**src/rtl/apb_led_pwm_pkg.sv**
```systemverilog
// Shared constants and address decode for the apb_led_pwm LED PWM peripheral.
package apb_led_pwm_pkg;

    localparam logic [7:0] ADDR_CTRL     = 8'h00;
    localparam logic [7:0] ADDR_PRESCALE = 8'h04;
    localparam logic [7:0] ADDR_DUTY_LO  = 8'h08;
    localparam logic [7:0] ADDR_DUTY_HI  = 8'h0C;
    localparam logic [7:0] ADDR_STATUS   = 8'h10;

    localparam int CTRL_EN     = 0;
    localparam int CTRL_INV    = 1;
    localparam int CTRL_IRQ_EN = 2;

    localparam logic [7:0] PWM_PERIOD_MAX = 8'd254;

    typedef enum logic [2:0] {
        REG_CTRL,
        REG_PRESCALE,
        REG_DUTY_LO,
        REG_DUTY_HI,
        REG_STATUS,
        REG_NONE
    } reg_sel_e;

    // Decode on the word index only; byte lanes and upper address bits do not matter.
    function automatic reg_sel_e decode_reg(input logic [5:0] word);
        case (word)
            ADDR_CTRL[7:2]:     return REG_CTRL;
            ADDR_PRESCALE[7:2]: return REG_PRESCALE;
            ADDR_DUTY_LO[7:2]:  return REG_DUTY_LO;
            ADDR_DUTY_HI[7:2]:  return REG_DUTY_HI;
            ADDR_STATUS[7:2]:   return REG_STATUS;
            default:            return REG_NONE;
        endcase
    endfunction

endpackage

```
**src/rtl/pwm_timebase.sv**
```systemverilog
// Prescaler plus 0..254 period counter; wrap_o marks the tick that ends a period.
module pwm_timebase
    import apb_led_pwm_pkg::*;
(
    input  logic        clk_i,
    input  logic        rst_i,
    input  logic        en_i,
    input  logic [15:0] prescale_i,
    output logic [7:0]  cnt_o,
    output logic        wrap_o
);

    logic [15:0] presc_q, presc_d;
    logic [7:0]  cnt_q, cnt_d;
    logic        tick;

    // A prescale lowered below the running count lets the prescaler roll over 0xFFFF.
    always_comb begin
        tick    = en_i && (presc_q == prescale_i);
        wrap_o  = tick && (cnt_q == PWM_PERIOD_MAX);
        presc_d = presc_q + 16'd1;
        cnt_d   = cnt_q;
        if (!en_i) begin
            presc_d = '0;
            cnt_d   = '0;
        end else if (tick) begin
            presc_d = '0;
            cnt_d   = wrap_o ? 8'd0 : cnt_q + 8'd1;
        end
    end

    always_ff @(posedge clk_i) begin
        if (rst_i) begin
            presc_q <= '0;
            cnt_q   <= '0;
        end else begin
            presc_q <= presc_d;
            cnt_q   <= cnt_d;
        end
    end

    assign cnt_o = cnt_q;

endmodule

```
**src/rtl/apb_led_pwm.sv**
```systemverilog
// APB3 LED PWM peripheral with period-boundary duty commit.
// Optional interrupt output enabled by defining APB_LED_PWM_IRQ_EN.
module apb_led_pwm
    import apb_led_pwm_pkg::*;
#(
    parameter int ADDR_WIDTH = 16,
    parameter int NUM_CH     = 8
) (
    input  logic                  io_systemClk,
    input  logic                  io_systemReset,
    input  logic [ADDR_WIDTH-1:0] io_apbSlave_0_PADDR,
    input  logic                  io_apbSlave_0_PSEL,
    input  logic                  io_apbSlave_0_PENABLE,
    input  logic                  io_apbSlave_0_PWRITE,
    input  logic [31:0]           io_apbSlave_0_PWDATA,
    output logic [31:0]           io_apbSlave_0_PRDATA,
    output logic                  io_apbSlave_0_PREADY,
    output logic                  io_apbSlave_0_PSLVERROR,
    output logic [NUM_CH-1:0]     o_pwm,
`ifdef APB_LED_PWM_IRQ_EN
    output logic                  o_irq,
`endif
    output logic                  o_period_tick
);

`ifdef APB_LED_PWM_IRQ_EN
    localparam logic [2:0] CTRL_WMASK = 3'b111;
`else
    localparam logic [2:0] CTRL_WMASK = 3'b011;
`endif

    reg_sel_e          sel;
    logic              access, wr;
    logic [2:0]        ctrl_q, ctrl_d;
    logic [15:0]       prescale_q, prescale_d;
    logic [31:0]       duty_lo_q, duty_lo_d, duty_hi_q, duty_hi_d;
    logic [63:0]       active_q, active_d;
    logic              period_q, period_d;
    logic              wrap_dly_q, tick_q;
    logic [NUM_CH-1:0] pwm_q, pwm_d;
    logic [7:0]        cnt;
    logic              wrap, en, inv;
    logic              unused_addr;

    assign sel         = decode_reg(io_apbSlave_0_PADDR[7:2]);
    assign access      = io_apbSlave_0_PSEL && io_apbSlave_0_PENABLE;
    assign wr          = access && io_apbSlave_0_PWRITE;
    assign en          = ctrl_q[CTRL_EN];
    assign inv         = ctrl_q[CTRL_INV];
    assign unused_addr = ^{io_apbSlave_0_PADDR[ADDR_WIDTH-1:8], io_apbSlave_0_PADDR[1:0]};

    pwm_timebase u_timebase (
        .clk_i      (io_systemClk),
        .rst_i      (io_systemReset),
        .en_i       (en),
        .prescale_i (prescale_q),
        .cnt_o      (cnt),
        .wrap_o     (wrap)
    );

    always_comb begin
        ctrl_d     = ctrl_q;
        prescale_d = prescale_q;
        duty_lo_d  = duty_lo_q;
        duty_hi_d  = duty_hi_q;
        if (wr) begin
            case (sel)
                REG_CTRL:     ctrl_d     = io_apbSlave_0_PWDATA[2:0] & CTRL_WMASK;
                REG_PRESCALE: prescale_d = io_apbSlave_0_PWDATA[15:0];
                REG_DUTY_LO:  duty_lo_d  = io_apbSlave_0_PWDATA;
                REG_DUTY_HI:  duty_hi_d  = io_apbSlave_0_PWDATA;
                default:      ;
            endcase
        end
        // A wrap in the same cycle as a W1C keeps the flag set.
        period_d = period_q;
        if (wrap)
            period_d = 1'b1;
        else if (wr && sel == REG_STATUS && io_apbSlave_0_PWDATA[0])
            period_d = 1'b0;
        // Active duties take the pre-write shadow, so a write at a wrap lands next period.
        active_d = (!en || wrap) ? {duty_hi_q, duty_lo_q} : active_q;
        pwm_d    = {NUM_CH{inv}};
        if (en) begin
            for (int n = 0; n < NUM_CH; n++)
                pwm_d[n] = (cnt < active_q[8*n +: 8]) ^ inv;
        end
    end

    // Tick is delayed twice so it lines up with o_pwm showing count 0.
    always_ff @(posedge io_systemClk) begin
        if (io_systemReset) begin
            ctrl_q     <= '0;
            prescale_q <= '0;
            duty_lo_q  <= '0;
            duty_hi_q  <= '0;
            active_q   <= '0;
            period_q   <= 1'b0;
            wrap_dly_q <= 1'b0;
            tick_q     <= 1'b0;
            pwm_q      <= '0;
        end else begin
            ctrl_q     <= ctrl_d;
            prescale_q <= prescale_d;
            duty_lo_q  <= duty_lo_d;
            duty_hi_q  <= duty_hi_d;
            active_q   <= active_d;
            period_q   <= period_d;
            wrap_dly_q <= wrap;
            tick_q     <= wrap_dly_q;
            pwm_q      <= pwm_d;
        end
    end

`ifdef APB_LED_PWM_IRQ_EN
    logic irq_q;

    always_ff @(posedge io_systemClk) begin
        if (io_systemReset)
            irq_q <= 1'b0;
        else
            irq_q <= period_q && ctrl_q[CTRL_IRQ_EN];
    end

    assign o_irq = irq_q;
`endif

    always_comb begin
        io_apbSlave_0_PRDATA    = '0;
        io_apbSlave_0_PSLVERROR = 1'b0;
        if (access) begin
            case (sel)
                REG_CTRL:     io_apbSlave_0_PRDATA = {29'h0, ctrl_q};
                REG_PRESCALE: io_apbSlave_0_PRDATA = {16'h0, prescale_q};
                REG_DUTY_LO:  io_apbSlave_0_PRDATA = duty_lo_q;
                REG_DUTY_HI:  io_apbSlave_0_PRDATA = duty_hi_q;
                REG_STATUS:   io_apbSlave_0_PRDATA = {16'h0, cnt, 7'h0, period_q};
                default:      io_apbSlave_0_PSLVERROR = 1'b1;
            endcase
        end
    end

    assign io_apbSlave_0_PREADY = 1'b1;
    assign o_pwm                = pwm_q;
    assign o_period_tick        = tick_q;

endmodule

```
**config.mk**
```make
export PLATFORM = sky130hd
export DESIGN_NAME = apb_led_pwm
export DESIGN_NICKNAME = d
export VERILOG_FILES = /design/src/rtl/apb_led_pwm_pkg.sv /design/src/rtl/pwm_timebase.sv /design/src/rtl/apb_led_pwm.sv
export SDC_FILE = /design/constraint.sdc
export NUM_CORES = 1
export LEC_CHECK = 0
export ABC_AREA = 0
export CORE_MARGIN = 4
export CORE_UTILIZATION = 52
export CTS_CLUSTER_DIAMETER = 80
export DETAILED_ROUTE_END_ITERATION = 8
export GPL_TIMING_DRIVEN = 0
export PLACE_DENSITY = 0.76
export SLEW_MARGIN = 20
export SYNTH_ARGS = -nofsm -noshare
export SYNTH_HDL_FRONTEND = slang
export SYNTH_SLANG_ARGS = --single-unit
export TNS_END_PERCENT = 10
```
**constraint.sdc**
```tcl
create_clock -name io_systemClk -period 1.8 [get_ports io_systemClk]
set_input_delay 0.18 -clock io_systemClk [delete_from_list [all_inputs] [get_ports io_systemClk]]
set_output_delay 0.18 -clock io_systemClk [all_outputs]
set_load 0.1 [all_outputs]
```
==> flow_summary.ini <==
[outcome]
status = finished, violations left
violations = negative setup slack

[worst_setup_path]
crit_type = flop to primary output
cp.required_ns = 1.62
cp-end-kind = primary output
rrSetupSlack_ns = -0.16
cp-start-kind = flop
path_max_fanout = 3
arrival_ns = 1.79

[drt]
vias = 11919
drtAntennaViolNets = 0
vias_per_cell = 6.30
drcViolationCount = 0
wire_per_inst_um = 21.9
first_iter_violations = 1380
first_pass_iters = 8
drt-total-wl_um = 41400

[global_routing]
grt_max_degree = 20
antenna_found_initial = 0
grtUsageTotal_pct = 32.2
first_global_vias = 10716
grt_overflow = 0
grt_pass1_wl_um = 60100

[finish]
final_core_util_pct = 72.0
drive_above_1_share_pct = 20.1
diodes = 0
area_delta_synth_final_pct = 35.2
final_area_sq_um = 14700
final_nets = 1722

[die]
ios = 96
dieHeight_um = 153
coreArea_sq_um = 20400
die_area_sq_um = 23300
row_count = 52
start_util_pct = 53.3
die_w_um = 153

[synthesis]
syn-num-nets = 1564
synth_top_area_cell = dfxtp_1
ys_top_cells_by_count = 275 x nand2_1, 181 x dfxtp_1, 177 x nor2_1
synth_edf_count = 0
ys.flop_type = dfxtp_1
ys_ff_latch = 181
yosysWarnings = 0
avgSynthCellArea_sq_um = 7.49
synth_top_cells_by_area = dfxtp_1 33%, nand2_1 9.5%, ha_1 6.8%
yosysMostFrequentCell = nand2_1
synth_top_area_share_pct = 33.3
synth_area_sq_um = 10900
synth_seq_area_share_pct = 33.3
synthDistinctLibCells = 49
synth-async-reset-ratio_pct = 0
synth_cells = 1452

[clocking]
cts-root-buf = clkbuf_16
cts.sinks = 181
cts_buffers = 17
cts_tree = done
clk_pin_slew_ns = 0.08
htreeDepth = 4
ctsLongestPathBuffers = 2
clk_latency_ns = 0.45

[sta]
post-route-period-util_pct = 110
finalSetupViolCount = 98
slew_headroom_pct = 36.3
fin_crit_ns = 1.97
hold_violations = 0
slew_violations = 0
worst_slack_ns = -0.173
timing.fmax_mhz = 507
rsz0062_at_grt = yes
fin_skew_ns = 0.0145
tightestPinTransition_ns = 0.960

[placement]
hpwl_um = 26400
place.gp.congestion = 0.984
numPortBuffers = 82
dpl_cell_area_sq_um = 12300

[pwr]
power_leakage_nw = 5.40
ir_drop_mv = 0.674
p_per_area_nw_per_um2 = 565

[job]
drv_cap = 0

[hold_path]
min_path_type = input pin to flop
[worst max-delay path, stage by stage, from the launching register on]
cell and delay [ns]:
dfxtp_4 0.36, buf_8 0.12, mux2i_1 0.12, o21ai_1 0.08
a222oi_1 0.36, nor2_4 0.10, buf_12 0.19
[layout by cell type, fill, tap and decap left out, types with 6 or more instances in the layout]
| cell type | netlist | final |
|---|---|---|
| nand2_1 | 275 | 275 |
| dfxtp_1 | 181 | 158 |
| nor2_1 | 177 | 140 |
| a21oi_1 | 146 | 127 |
| nand3_1 | 74 | 73 |
| nand4b_1 | 66 | 66 |
| nor3b_1 | 64 | 64 |
| inv_1 | 61 | 60 |
| ha_1 | 59 | 49 |
| mux2i_1 | 49 | 48 |
| buf_4 | 4 | 45 |
| clkbuf_1 | 69 | 42 |
| buf_12 | 1 | 41 |
| clkdlybuf4s50_1 | 0 | 33 |
| nor2_4 | 0 | 28 |
| buf_6 | 5 | 26 |
| a211o_1 | 25 | 25 |
| clkbuf_16 | 0 | 24 |
| xor2_1 | 25 | 24 |
| a21oi_2 | 0 | 19 |
| nand4_1 | 16 | 16 |
| nand2b_1 | 18 | 16 |
| buf_8 | 0 | 14 |
| clkbuf_2 | 0 | 12 |
| dfxtp_4 | 0 | 12 |
| buf_2 | 26 | 11 |
| and2_1 | 11 | 11 |
| dfxtp_2 | 0 | 11 |
| ha_4 | 0 | 10 |
| nor2_2 | 0 | 9 |
| or3_1 | 9 | 9 |
| o21ai_0 | 11 | 8 |
| a221oi_4 | 0 | 6 |
| clkdlybuf4s15_1 | 0 | 6 |
| o221ai_1 | 8 | 6 |
| inv_8 | 0 | 6 |
[report_power, final]
part	total, W	switching, W	internal (W)
Sequential	0.00399	0.00000397	0.00398
Clock	0.00381	0.00195	0.00187
Combinational	0.000504	0.000311	0.000193
Total	0.00831	0.00226	0.00604
[timing repair]
| item | 4_1_cts | 5_1_grt |
|---|---|---|
| endpoints found under the setup margin | 220 | 139 |
| cloned | 2 | 5 |
| resized for setup | 468 | 121 |
| pin swaps | 21 | 83 |
| setup buffers | 29 | 27 |
| hold buffers | 0 | 0 |
[layout make-up]
| type | instances | area [sq um] |
|---|---|---|
| Multi-Input combinational cell | 1097 | 7210 |
| Clock inverter | 15 | 156 |
| Timing Repair Buffer | 145 | 1810 |
| Inverter | 61 | 234 |
| Clock buffer | 17 | 425 |
| Buffer | 107 | 850 |
| Tap cell | 270 | 338 |
| Sequential cell | 181 | 3680 |
| Fill cell | 1535 | 5720 |
[metrics by stage]
step                      TNS, ns  setup slack, ns  total power (W)  std cells  hold WS (ns)
after global routing       -11.09           -0.250          0.00849       1893         0.279
after global placement    -212.37            -2.12          0.00453       1804         0.468
after CTS                   -4.10           -0.295          0.00824       1862         0.223
final                       -5.92           -0.173          0.00831       1893         0.237
after floorplan            -14.44           -0.401          0.00431       1452         0.316
after detailed placement  -219.59            -2.17          0.00453       1804         0.469
[metal layers]
layer / wire length, um / track usage [%]
met4: 2730 / 14.6
met3: 4530 / 6.22
met2: 18100 / 50.6
met5: 0 / 0
met1: 16100 / 43.1
[flip-flops by register name, indices dropped and copies added, names as in the netlist]
name,count
o_pwm,8
period_q,1
active_q,64
wrap_dly_q,1
ctrl_q,2
u_timebase.cnt_o,8
o_period_tick,1
u_timebase.presc_q,16
duty_lo_q,32
prescale_q,16
duty_hi_q,32
[path summary, 6_finish.rpt]
kind | to | from | cells after the start
max | io_apbSlave_0_PRDATA[0] | ctrl_q[0]$_SDFFE_PP0P_ | 6
min | ctrl_q[0]$_SDFFE_PP0P_ | io_apbSlave_0_PADDR[3] | 5
max reg2reg | o_pwm[0]$_SDFF_PP0_ | u_timebase.cnt_o[1]$_SDFFE_PP0P_ | 6
min reg2reg | period_q$_SDFFE_PP0P_ | period_q$_SDFFE_PP0P_ | 2
[cells by family after synthesis]
group,count (synthesis),synth area share (%)
simple gates,739,33.8
compound gates,218,12.0
flops,181,33.3
buf+inv,174,6.93
fa+ha+maj,59,6.78
mux,50,4.71
xor+xnor,30,2.41
other cells,1,0.0345
Power figures use the tool's default switching activity.
